<file path="config.mk">
export PLATFORM = sky130hd
export DESIGN_NAME = act_packer
export DESIGN_NICKNAME = d
export VERILOG_FILES = /design/src/rtl/act_pkg.sv /design/src/rtl/act_out_slice.sv /design/src/rtl/act_packer.sv
export SDC_FILE = /design/constraint.sdc
export NUM_CORES = 1
export LEC_CHECK = 0
export CAP_MARGIN = 15
export CORE_ASPECT_RATIO = 1.4
export CORE_MARGIN = 4
export CORE_UTILIZATION = 40
export CTS_CLUSTER_SIZE = 25
export DETAILED_ROUTE_END_ITERATION = 8
export SLEW_MARGIN = 20
export SYNTH_ARGS = -nofsm -noshare
export SYNTH_HDL_FRONTEND = slang
export SYNTH_SLANG_ARGS = --single-unit
</file>
<file path="constraint.sdc">
create_clock -name clk -period 4.7 [get_ports clk]
set_input_delay 0.47 -clock clk [delete_from_list [all_inputs] [get_ports clk]]
set_output_delay 0.47 -clock clk [all_outputs]
set_load 0.01 [all_outputs]
</file>
<file path="src/rtl/act_pkg.sv">
// Shared activation-path constants: element width, pack factor and count width.
package act_pkg;

  localparam int unsigned DefDataWidth = 16;
  localparam int unsigned DefPackNum   = 4;
  // Width needed to hold an element count of 0..DefPackNum.
  localparam int unsigned DefCntWidth  = $clog2(DefPackNum + 1);

endpackage

</file>
<file path="src/rtl/act_out_slice.sv">
// Output register of the packer: holds one packed word until the downstream handshake.
module act_out_slice
  import act_pkg::*;
#(
  parameter int unsigned DATA_WIDTH = DefDataWidth,
  parameter int unsigned PACK_NUM   = DefPackNum,
  parameter int unsigned CNT_WIDTH  = DefCntWidth
) (
  input  logic                             clk,
  input  logic                             rst,
  input  logic                             load_i,
  input  logic [DATA_WIDTH*PACK_NUM-1:0]   data_i,
  input  logic [CNT_WIDTH-1:0]             count_i,
  input  logic                             last_i,
  input  logic                             ready_i,
  output logic                             valid_o,
  output logic [DATA_WIDTH*PACK_NUM-1:0]   data_o,
  output logic [CNT_WIDTH-1:0]             count_o,
  output logic                             last_o
);

  logic                           valid_q;
  logic [DATA_WIDTH*PACK_NUM-1:0] data_q;
  logic [CNT_WIDTH-1:0]           count_q;
  logic                           last_q;

  // Load a new word (wins over drain so back-to-back words keep valid high), else clear on drain.
  always_ff @(posedge clk or posedge rst) begin
    if (rst) begin
      valid_q <= 1'b0;
      data_q  <= '0;
      count_q <= '0;
      last_q  <= 1'b0;
    end else if (load_i) begin
      valid_q <= 1'b1;
      data_q  <= data_i;
      count_q <= count_i;
      last_q  <= last_i;
    end else if (ready_i) begin
      valid_q <= 1'b0;
    end
  end

  assign valid_o = valid_q;
  assign data_o  = data_q;
  assign count_o = count_q;
  assign last_o  = last_q;

endmodule

</file>
<file path="src/rtl/act_packer.sv">
// Packs a stream of activation elements into PACK_NUM-wide words with a one-word skid
// (the pack register) in front of the output register.
module act_packer
  import act_pkg::*;
#(
  parameter int unsigned DATA_WIDTH = DefDataWidth,
  parameter int unsigned PACK_NUM   = DefPackNum,
  parameter int unsigned CNT_WIDTH  = $clog2(PACK_NUM + 1)
) (
  input  logic                             clk,
  input  logic                             rst,
  input  logic                             i_en,
  input  logic                             i_valid,
  input  logic [DATA_WIDTH-1:0]            i_data_bus,
  input  logic                             i_last,
  input  logic                             i_clr_ovf,
  output logic                             o_valid,
  input  logic                             o_ready,
  output logic [DATA_WIDTH*PACK_NUM-1:0]   o_data_bus,
  output logic [CNT_WIDTH-1:0]             o_count,
  output logic                             o_last,
  output logic                             o_overflow
);

  typedef logic [PACK_NUM-1:0][DATA_WIDTH-1:0] pack_t;

  pack_t                pack_data_q, pack_data_d;
  logic [CNT_WIDTH-1:0] pack_cnt_q, pack_cnt_d;
  logic                 pack_full_q, pack_full_d;
  logic                 pack_last_q, pack_last_d;
  logic                 ovf_q, ovf_d;

  logic                 out_free;
  logic                 in_fire;
  logic                 accept;
  logic                 drop;
  logic                 close;
  logic                 load;
  pack_t                load_data;
  logic [CNT_WIDTH-1:0] load_cnt;
  logic                 load_last;

  // Next-state of the pack register and the word handed to the output slice.
  always_comb begin
    pack_data_d = pack_data_q;
    pack_cnt_d  = pack_cnt_q;
    pack_full_d = pack_full_q;
    pack_last_d = pack_last_q;
    load        = 1'b0;
    load_data   = '0;
    load_cnt    = '0;
    load_last   = 1'b0;
    accept      = 1'b0;
    drop        = 1'b0;
    close       = 1'b0;
    out_free    = !o_valid || o_ready;
    in_fire     = i_en && i_valid;

    // A held word moves out first, freeing the pack for this cycle's element.
    if (pack_full_q && out_free) begin
      load        = 1'b1;
      load_data   = pack_data_q;
      load_cnt    = pack_cnt_q;
      load_last   = pack_last_q;
      pack_data_d = '0;
      pack_cnt_d  = '0;
      pack_full_d = 1'b0;
      pack_last_d = 1'b0;
    end

    if (in_fire) begin
      if (pack_full_d) begin
        drop = 1'b1;
      end else begin
        accept = 1'b1;
        for (int unsigned k = 0; k < PACK_NUM; k++) begin
          if (CNT_WIDTH'(k) == pack_cnt_d) begin
            pack_data_d[k] = i_data_bus;
          end
        end
        pack_cnt_d = pack_cnt_d + CNT_WIDTH'(1);
      end
    end

    close = !pack_full_d &&
            ((accept && (pack_cnt_d == CNT_WIDTH'(PACK_NUM))) ||
             (i_en && i_last && (pack_cnt_d != '0)));

    if (close) begin
      if (!load && out_free) begin
        load        = 1'b1;
        load_data   = pack_data_d;
        load_cnt    = pack_cnt_d;
        load_last   = i_en && i_last;
        pack_data_d = '0;
        pack_cnt_d  = '0;
        pack_last_d = 1'b0;
      end else begin
        // Output slot taken this edge: keep the closed word in the pack.
        pack_full_d = 1'b1;
        pack_last_d = i_en && i_last;
      end
    end

    // A fresh drop beats a clear request.
    ovf_d = drop ? 1'b1 : (i_clr_ovf ? 1'b0 : ovf_q);
  end

  // Pack register and sticky overflow flag.
  always_ff @(posedge clk or posedge rst) begin
    if (rst) begin
      pack_data_q <= '0;
      pack_cnt_q  <= '0;
      pack_full_q <= 1'b0;
      pack_last_q <= 1'b0;
      ovf_q       <= 1'b0;
    end else begin
      pack_data_q <= pack_data_d;
      pack_cnt_q  <= pack_cnt_d;
      pack_full_q <= pack_full_d;
      pack_last_q <= pack_last_d;
      ovf_q       <= ovf_d;
    end
  end

  act_out_slice #(
    .DATA_WIDTH (DATA_WIDTH),
    .PACK_NUM   (PACK_NUM),
    .CNT_WIDTH  (CNT_WIDTH)
  ) u_out_slice (
    .clk     (clk),
    .rst     (rst),
    .load_i  (load),
    .data_i  (load_data),
    .count_i (load_cnt),
    .last_i  (load_last),
    .ready_i (o_ready),
    .valid_o (o_valid),
    .data_o  (o_data_bus),
    .count_o (o_count),
    .last_o  (o_last)
  );

  assign o_overflow = ovf_q;

endmodule

</file>
* Yosys cells after proc, flatten, opt, wreduce, memory -nomap -nowiden
Index checks and enable logic that the tools add are counted.
** Cells by class
- $add $sub $neg :: 1
- Equality and inequality tests :: 4
- Multiplexer cells :: 40
- Reductions and logical operators :: 17
** Operator list (number)
- $mux 64 :: 8
- $mux 16 :: 4
- $mux 3 :: 8
- $mux 1 :: 20
- $logic_and 1x1->1 :: 7
- $eq 2x3->1 const A :: 2
- $reduce_bool 2->1 :: 3
- $add 3x1->3 const B :: 1
- $eq 1x3->1 const A :: 1
- $eq 3x3->1 const B :: 1
- $logic_not 1->1 :: 3
- $logic_not 3->1 :: 1
- $reduce_bool 3->1 :: 1
- $logic_or 1x1->1 :: 2
** Storage, ports and cells
- Register bits after elaboration :: 139
- Input port bits :: 23
- Output and inout bits :: 70
- Word-level logic and storage cells :: 74

* Longest topological paths before layout
Gate-level depths: netlist of the first run.
- Depth after elaboration :: 13
- Gate-level depth with buffers :: 14

* Cells and area by module
A second synthesis of the first run with hierarchy kept.
** Second synthesis, totals
- Cells, all modules :: 600
- Area, all modules :: 6775.2 µm²
** By module, submodules not included
- act_packer :: times used 1, cells an instance 452, area each 4175.3 µm², sequential area each 1751.7 µm²
- act_out_slice :: times used 1, cells an instance 148, area each 2600.0 µm², sequential area each 1726.7 µm²

* Worst setup path before layout of the first run
Ideal clock, no wire load.
- Kind :: input to register
- From :: in o_ready
- To :: reg u_out_slice.data_q[0] (netlist: u_out_slice.data_o[0])
- Arrival :: 3.010 ns
- Required time :: 4.577 ns
- Slack :: 1.567 ns
- Stages :: 12
- Path through :: nand2b_1 -> buf_2 -> nand2_1 -> clkbuf_1 -> nand2_1 -> ha_1 -> nor4_2 -> nand2_1 -> a21oi_4 -> a21oi_2 -> buf_4 -> o221a_1
** Between the ends
- Longest elaborated chain between the ends :: 11
- Elaborated cells on any way between the ends :: 29
- Classes of those cells :: add/sub: 1; eq/ne: 1; mux: 16; reduce/logical: 11
** Ends and longest elaborated chain
- from (decl) :: RTL line act_packer.sv:18 : input logic o_ready,
- $logic_or 1x1->1 (*) :: RTL line act_packer.sv:56 : out_free = !o_valid || o_ready;
- $logic_and 1x1->1 :: RTL line act_packer.sv:60 : if (pack_full_q && out_free) begin
- $mux 3 :: RTL line act_packer.sv:60
- $add 3x1->3 :: RTL line act_packer.sv:81 : pack_cnt_d = pack_cnt_d + CNT_WIDTH'(1);
- $mux 3 :: RTL line act_packer.sv:72 : if (pack_full_d) begin
- $mux 3 :: RTL line act_packer.sv:71 : if (in_fire) begin
- $eq 3x3->1 or $reduce_bool 3->1 (tied branches) :: RTL line act_packer.sv:86, act_packer.sv:87
- $logic_and 1x1->1, on equally long branches :: RTL line act_packer.sv:86, act_packer.sv:87
- $logic_or 1x1->1 :: RTL line act_packer.sv:86 : ((accept && (pack_cnt_d == CNT_WIDTH'(PACK_NUM))) ||
- $logic_and 1x1->1 :: RTL line act_packer.sv:85 : close = !pack_full_d &&
- $mux 64 or $mux 1 (tied branches) :: RTL line act_packer.sv:89 : if (close) begin
- to (signal assigned) :: RTL line act_out_slice.sv:36 : data_q <= data_i;
- to (decl) :: RTL line act_out_slice.sv:23 : logic [DATA_WIDTH*PACK_NUM-1:0] data_q;
Mark *: on every way between the ends. The rest lies on a longest branch, timed or not.
A chain may end at the register's enable or synchronous reset.

* Final worst setup path of the first run
- From :: in o_ready
- To :: reg u_out_slice.data_q[11] (netlist: u_out_slice.data_o[11])
The elaborated chain is that of the path after synthesis.

==> metrics.cfg, run 1 <==
[outcome]
status = finished, final reports clean

[power]
fin_total_pwr_w = 0.00518
internal-power_w = 0.00346
p_switching_w = 0.00173
p_seq_share_pct = 37.3
p_per_area_nw_per_um2 = 659
p_clk_share_pct = 27.7
power.leakage_nw = 3.35
ir_worst_vdd_v = 0.000320
p_sw_share_pct = 33.3
pwr-share-comb_pct = 35.0

[placed_design]
gp_congestion = 0.894
placed_cell_area_um2 = 7230
hpwl_um = 11400
io_buffer_count = 92

[routing]
wl_met3_um = 1010
ant_nets = 0
wl_met2_um = 8900
first_pass_iters = 5
vias = 5175
post-route-drc-count = 0
topRoutingLayerUsed = met4
wl_per_cell_um = 19.4
via_per_inst = 5.68
drtIter0Drc = 411
drt-total-wl_um = 17700
routedLengthMet1_um = 7270

[global_routing]
grt_pass1_vias = 5135
grt_start_max_net_pins = 78
grt_pass1_wl_um = 28100
track_usage_pct = 20.6
grt_overflow = 0
antenna_found_initial = 0

[clock_network]
clk_latency_ps = 410
clock-sinks = 139
cts_hold_buf = 0
h-tree-depth = 4
cts-root-buf = clkbuf_16
ctsResizeCount = 0
clockBufferDepth = 2
clkTransAtPathRegs_ps = 60
cts_setup_buffers = 0
cts_tree = built
cts_buffers = 17

[yosys]
synth_area_leader_cell = dfrtp_1
synthArstFlopShare_pct = 100
synth_cell_types = 47
synth_area_um2 = 6160
yosys-top-cells-count = dfrtp_1, nand2_1, a21oi_1, nand3_1, clkbuf_1
synthesis.nets = 654
ys_seq_area_share_pct = 56.4
yosys-top-cells-area = dfrtp_1, nand2_1, a21oi_1
synth.most_common_cell = dfrtp_1
yosysWarnings = 0
yosysTopAreaCellShare_pct = 56.4
ys_seq_elements = 139
postSynthAreaPerCell_um2 = 9.80
synth_edf_count = 0
synthCells = 629
synth-main-ff-cell = dfrtp_1

[sta]
timing.final.hold_violations = 0
setup_violations = 0
setup_tns_ps = 0
slew_headroom_pct = 36.8
period_minus_slack_ps = 3270
post-route-period-util_pct = 69.6
finalMaxSlewViolations = 0
clock_skew_ps = 6.82
fmax_mhz = 306
rsz0062_at_grt = no
worst_slew_pin_slew_ps = 949

[critical_path]
worstPathRequired_ps = 5000
crit_arrival_ps = 3570
path_class = in -> reg
cp-end-kind = flip-flop
startpoint_type = primary input
path_max_fanout = 16

[min_path]
min_path_type = reg -> reg

[finish]
syn_to_final_growth_pct = 27.7
antenna_cells = 0
design_area_um2 = 7870
nNetsFinal = 731
fill_cells = 1393
multi_input_area_um2 = 2440
seq_area_um2 = 3480
layout-drive-gt1-share_pct = 9.87

[job]
drv_cap = 0

[floorplanning]
die_area_um2 = 17500
start_util_pct = 40.9
fp-row-count = 53
io_pins = 93
core_area_um2 = 15100
die_x_um = 113
fp.dieH_um = 155

==> per-stage QoR <==
| stage | util [%] | setup WS [ps] | instances | hold WS, ps |
|---|---|---|---|---|
| detailed placement | 48.1 | 1050 | 879 | 474 |
| floorplan | - | 505 | 629 | 466 |
| global route | 52.3 | 1290 | 911 | 512 |
| global placement | 48.1 | 1120 | 879 | 471 |
| CTS | 52.3 | 1480 | 911 | 486 |
| finish | 52.3 | 1430 | 911 | 478 |
==> critical path, stage by stage <==
cell and delay, ps:
clkdlybuf4s50_1 470, nand2b_1 310, nand2_2 170, and3_1 240
ha_1 310, nor4_2 410, nand2_1 220, a21oi_4 320
nand2_2 290, o221a_2 350
==> metal layers <==
layer,up-vias,global-route usage (%)
li1,2377,-
met1,2581,27.1
met2,189,33.9
met3,28,3.54
met4,0,8.36
met5,-,0
==> worst paths after layout <==
check | endpoint | start | slack (ps) | cells after the start
min | u_out_slice.data_o[61]$_DFFE_PP0P_ | u_out_slice.data_o[61]$_DFFE_PP0P_ | 480 | 2
max | u_out_slice.data_o[11]$_DFFE_PP0P_ | o_ready | 1430 | 10
max in group asynchronous | u_out_slice.data_o[33]$_DFFE_PP0P_ | rst | 3080 | 3
min in group asynchronous | u_out_slice.data_o[49]$_DFFE_PP0P_ | rst | 610 | 2
min reg2reg | u_out_slice.data_o[61]$_DFFE_PP0P_ | u_out_slice.data_o[61]$_DFFE_PP0P_ | 480 | 2
max reg2reg | u_out_slice.data_o[11]$_DFFE_PP0P_ | pack_full_q$_DFF_PP0_ | 1530 | 8
==> sequential cells by signal, indices dropped and copies added (netlist names) <==
signal,cells
o_overflow,1
pack_cnt_q,3
pack_data_q,64
pack_full_q,1
pack_last_q,1
u_out_slice.count_o,3
u_out_slice.data_o,64
u_out_slice.last_o,1
u_out_slice.valid_o,1
==> cell type report <==
type,instances,share of cell area (%)
Timing Repair Buffer,107,13.3
Tap cell,192,3.05
Clock buffer,22,6.03
Inverter,6,0.318
Multi-Input combinational cell,435,31.0
Sequential cell,139,44.2
Clock inverter,10,2.07
==> placed cells by master (no fill, tap or decap), types with 12 or more instances in the layout <==
cell type / netlist / layout
o21ai_0: 18 / 18
clkdlybuf4s50_1: 0 / 92
nand3_1: 69 / 69
o211ai_1: 22 / 22
clkbuf_16: 0 / 17
mux2i_1: 15 / 15
buf_4: 3 / 14
a21oi_1: 71 / 71
nand2b_1: 17 / 17
dfrtp_1: 139 / 139
nand2_1: 133 / 132
a22oi_1: 12 / 12
==> cells by family (layout without fill, tap and decap cells) <==
group | after synthesis | in the layout | synth area share (%)
simple gates | 248 | 248 | 18.3
compound gates | 169 | 169 | 18.4
flops | 139 | 139 | 56.4
buf+inv | 55 | 145 | 3.96
mux | 15 | 15 | 2.44
fa+ha+maj | 2 | 2 | 0.406
xor+xnor | 1 | 1 | 0.142
==> power groups by stage <==
stage          sequential (W)  clock (W)  combinational, W
2_1_floorplan         0.00197          0          0.000978
3_3_place_gp          0.00193          0           0.00178
3_5_place_dp          0.00195          0           0.00183
4_1_cts               0.00193    0.00146           0.00183
5_1_grt               0.00198    0.00152           0.00199
6_report              0.00193    0.00144           0.00182
No activity file was read; power rests on OpenSTA's default activity.
==> inputs of run 2 (changes only) <==
==> constraint.sdc (replaced) <==
create_clock -name clk -period 2.9 [get_ports clk]
set_input_delay 0.29 -clock clk [delete_from_list [all_inputs] [get_ports clk]]
set_output_delay 0.29 -clock clk [all_outputs]
set_load 0.01 [all_outputs]
==> run 2 against run 1 <==
Against the previous run: final area increased by 2.3%; count of clock-buffer cells in the layout fell by 2; sequential share of layout area fell by 0.99 points; total power increased by 65%; critical path depth is 2 higher; via count shrank 0.33%; critical path type unchanged; largest power group unchanged; highest routed layer unchanged.
==> metrics.cfg, run 2 (synthesis gave the netlist of run 1 again) <==
[finish]
mostFrequentLayoutCell = dfrtp_1
fill_cells = 1378  ; -1.1%
final_cell_mix = dfrtp_1, nand2_1, clkdlybuf4s50_1
multi_input_area_um2 = 2450  ; +0.36%
layout-drive-gt1-share_pct = 11.5  ; +1.6 points
seq_area_um2 = 3480  ; unchanged
stdcell_count = 924  ; +1.4%
nNetsFinal = 745  ; +1.9%
antenna_cells = 0  ; unchanged
syn_to_final_growth_pct = 30.6

[floorplanning]
io_pins = 93  ; unchanged
fp.dieH_um = 155  ; unchanged
die_area_um2 = 17500  ; unchanged
start_util_pct = 40.9  ; unchanged
fp-row-count = 53  ; unchanged
die_x_um = 113  ; unchanged
core_area_um2 = 15100  ; unchanged

[placed_design]
dp.cells = 893  ; +1.6%
hpwl_um = 11500  ; +0.74%
gp_congestion = 0.856  ; -4.3%
io_buffer_count = 92  ; unchanged

[clock_network]
clkTransAtPathRegs_ps = 60  ; about the same
clock-sinks = 139  ; unchanged
cts_buffers = 17  ; unchanged
cts_hold_buf = 0  ; unchanged
cts_tree = built
h-tree-depth = 4  ; unchanged
ctsResizeCount = 0  ; unchanged
clockBufferDepth = 2  ; unchanged
cts_setup_buffers = 0  ; unchanged
clk_latency_ps = 410  ; about the same
cts-root-buf = clkbuf_16

[routing]
wl_met2_um = 9060  ; +1.8%
via_per_inst = 5.58  ; -1.7%
post-route-drc-count = 0  ; unchanged
wl_met3_um = 801  ; -20%
drt-total-wl_um = 17800  ; +0.59%
routedLengthMet1_um = 7370  ; +1.4%
drtIter0Drc = 382  ; -7.1%
first_pass_iters = 5  ; unchanged
wl_per_cell_um = 19.3  ; -0.83%
topRoutingLayerUsed = met4
vias = 5158  ; -0.33%
ant_nets = 0  ; unchanged

[sta]
clock_skew_ps = 7.41  ; +0.593 ps
timing.final.hold_violations = 0  ; unchanged
finalMaxSlewViolations = 0  ; unchanged
setup_violations = 0  ; unchanged
rsz0062_at_grt = no
worst_slew_pin_slew_ps = 745  ; -203 ps
slew_headroom_pct = 50.2  ; +13 points
setup_tns_ps = 0  ; unchanged
period_minus_slack_ps = 2560
fmax_mhz = 391
post-route-period-util_pct = 88.2

[power]
p_per_area_nw_per_um2 = 1070  ; +62%
ir_worst_vdd_v = 0.000543  ; +70%
power.leakage_nw = 3.43  ; +2.6%

[critical_path]
path_max_fanout = 48  ; +32
reg2reg_depth = 11  ; +3
crit_buf_inv = 3  ; +2
worstPathRequired_ps = 3180  ; -1820 ps
reg2reg_to = u_out_slice.data_o[21]$_DFFE_PP0P_
crit_family = compound AO/OA/AOI/OAI gates
path_class = in -> reg
r2r-start = u_out_slice.valid_o$_DFFE_PP0P_
slowest_delay_ps = 440  ; -30 ps
crit_arrival_ps = 2840  ; -730 ps
ff2ff_setup_slack_ps = 350  ; -1180 ps
cp-end-kind = flip-flop
path_cells = clkdlybuf4s50_1 -> nand2b_1 -> nand2_2 -> nand2_1 -> ha_1 -> buf_4 -> nor2_1 -> a21oi_1 -> a221o_2 -> buf_12 -> a22oi_1 -> o21ai_0
crit_slowest_cell = a221o_2
startpoint_type = primary input

[global_routing]
grt_start_max_net_pins = 140  ; +79%
grt_pass1_vias = 5296  ; +3.1%
track_usage_pct = 20.8  ; +0.15 points
grt_pass1_wl_um = 28400  ; +0.96%
grt_overflow = 0  ; unchanged
antenna_found_initial = 0  ; unchanged

[job]
drv_cap = 0  ; unchanged

[outcome]
status = finished, final reports clean

[min_path]
min_path_type = in -> async

## run 2: where the power goes
| group | internal [W] | total, W | switching (W) |
|---|---|---|---|
| Sequential | 0.00266 | 0.00312 | 0.000454 |
| Combinational | 0.00155 | 0.00311 | 0.00156 |
| Clock | 0.00155 | 0.00235 | 0.000801 |
## run 2: worst reg2reg max path, cell delays in order (launching register included)
cell      delay (ps)
dfrtp_1          370
nand2b_1          90
nand2_2          130
nand2_1          100
ha_1             370
buf_4            170
nor2_1           100
a21oi_1           90
a221o_2          440
buf_12           210
a22oi_1          230
o21ai_0          130
## run 2: metrics by stage
| stage | area (µm²) | setup slack [ps] | util [%] | hold slack, ps | power, W |
|---|---|---|---|---|---|
| finish | 8050 | 343 | 53.5 | 454 | 0.00857 |
| global route | 8050 | 142 | 53.5 | 493 | 0.00907 |
| CTS | 8050 | 342 | 53.5 | 477 | 0.00863 |
| detailed placement | 7410 | -81.7 | 49.2 | 472 | 0.00627 |
| global placement | 7410 | 21.9 | 49.2 | 463 | 0.00617 |
| floorplan | 6180 | 22.3 | - | 399 | 0.00479 |
## run 2: area by class of cell
cell class,count,share of cell area (%)
clock buffer,20,5.55
timing repair buffer,121,15.1
tap,192,2.98
clock inverter,11,2.39
sequential,139,43.2
inverter,6,0.326
multi-input combinational,435,30.5
## run 2: per-layer routing
layer / track usage [%] / vias up
met5: 0 / -
met4: 8.36 / 0
met1: 26.1 / 2571
met2: 34.9 / 154
li1: - / 2405
met3: 4.40 / 28
## run 2: worst max path at each step
stage                                     from                                 end  slack, ps  depth (start not counted)
6_report                               o_ready  u_out_slice.data_o[21]$_DFFE_PP0P_        340                         12
5_1_grt        u_out_slice.valid_o$_DFFE_PP0P_   u_out_slice.data_o[8]$_DFFE_PP0P_        140                         10
4_1_cts        u_out_slice.valid_o$_DFFE_PP0P_   u_out_slice.data_o[9]$_DFFE_PP0P_        340                         10
3_5_place_dp                           o_ready   u_out_slice.data_o[9]$_DFFE_PP0P_        -80                         11
3_3_place_gp                           o_ready  u_out_slice.data_o[12]$_DFFE_PP0P_         20                         11
2_1_floorplan  u_out_slice.valid_o$_DFFE_PP0P_   u_out_slice.data_o[0]$_DFFE_PP0P_         20                         12
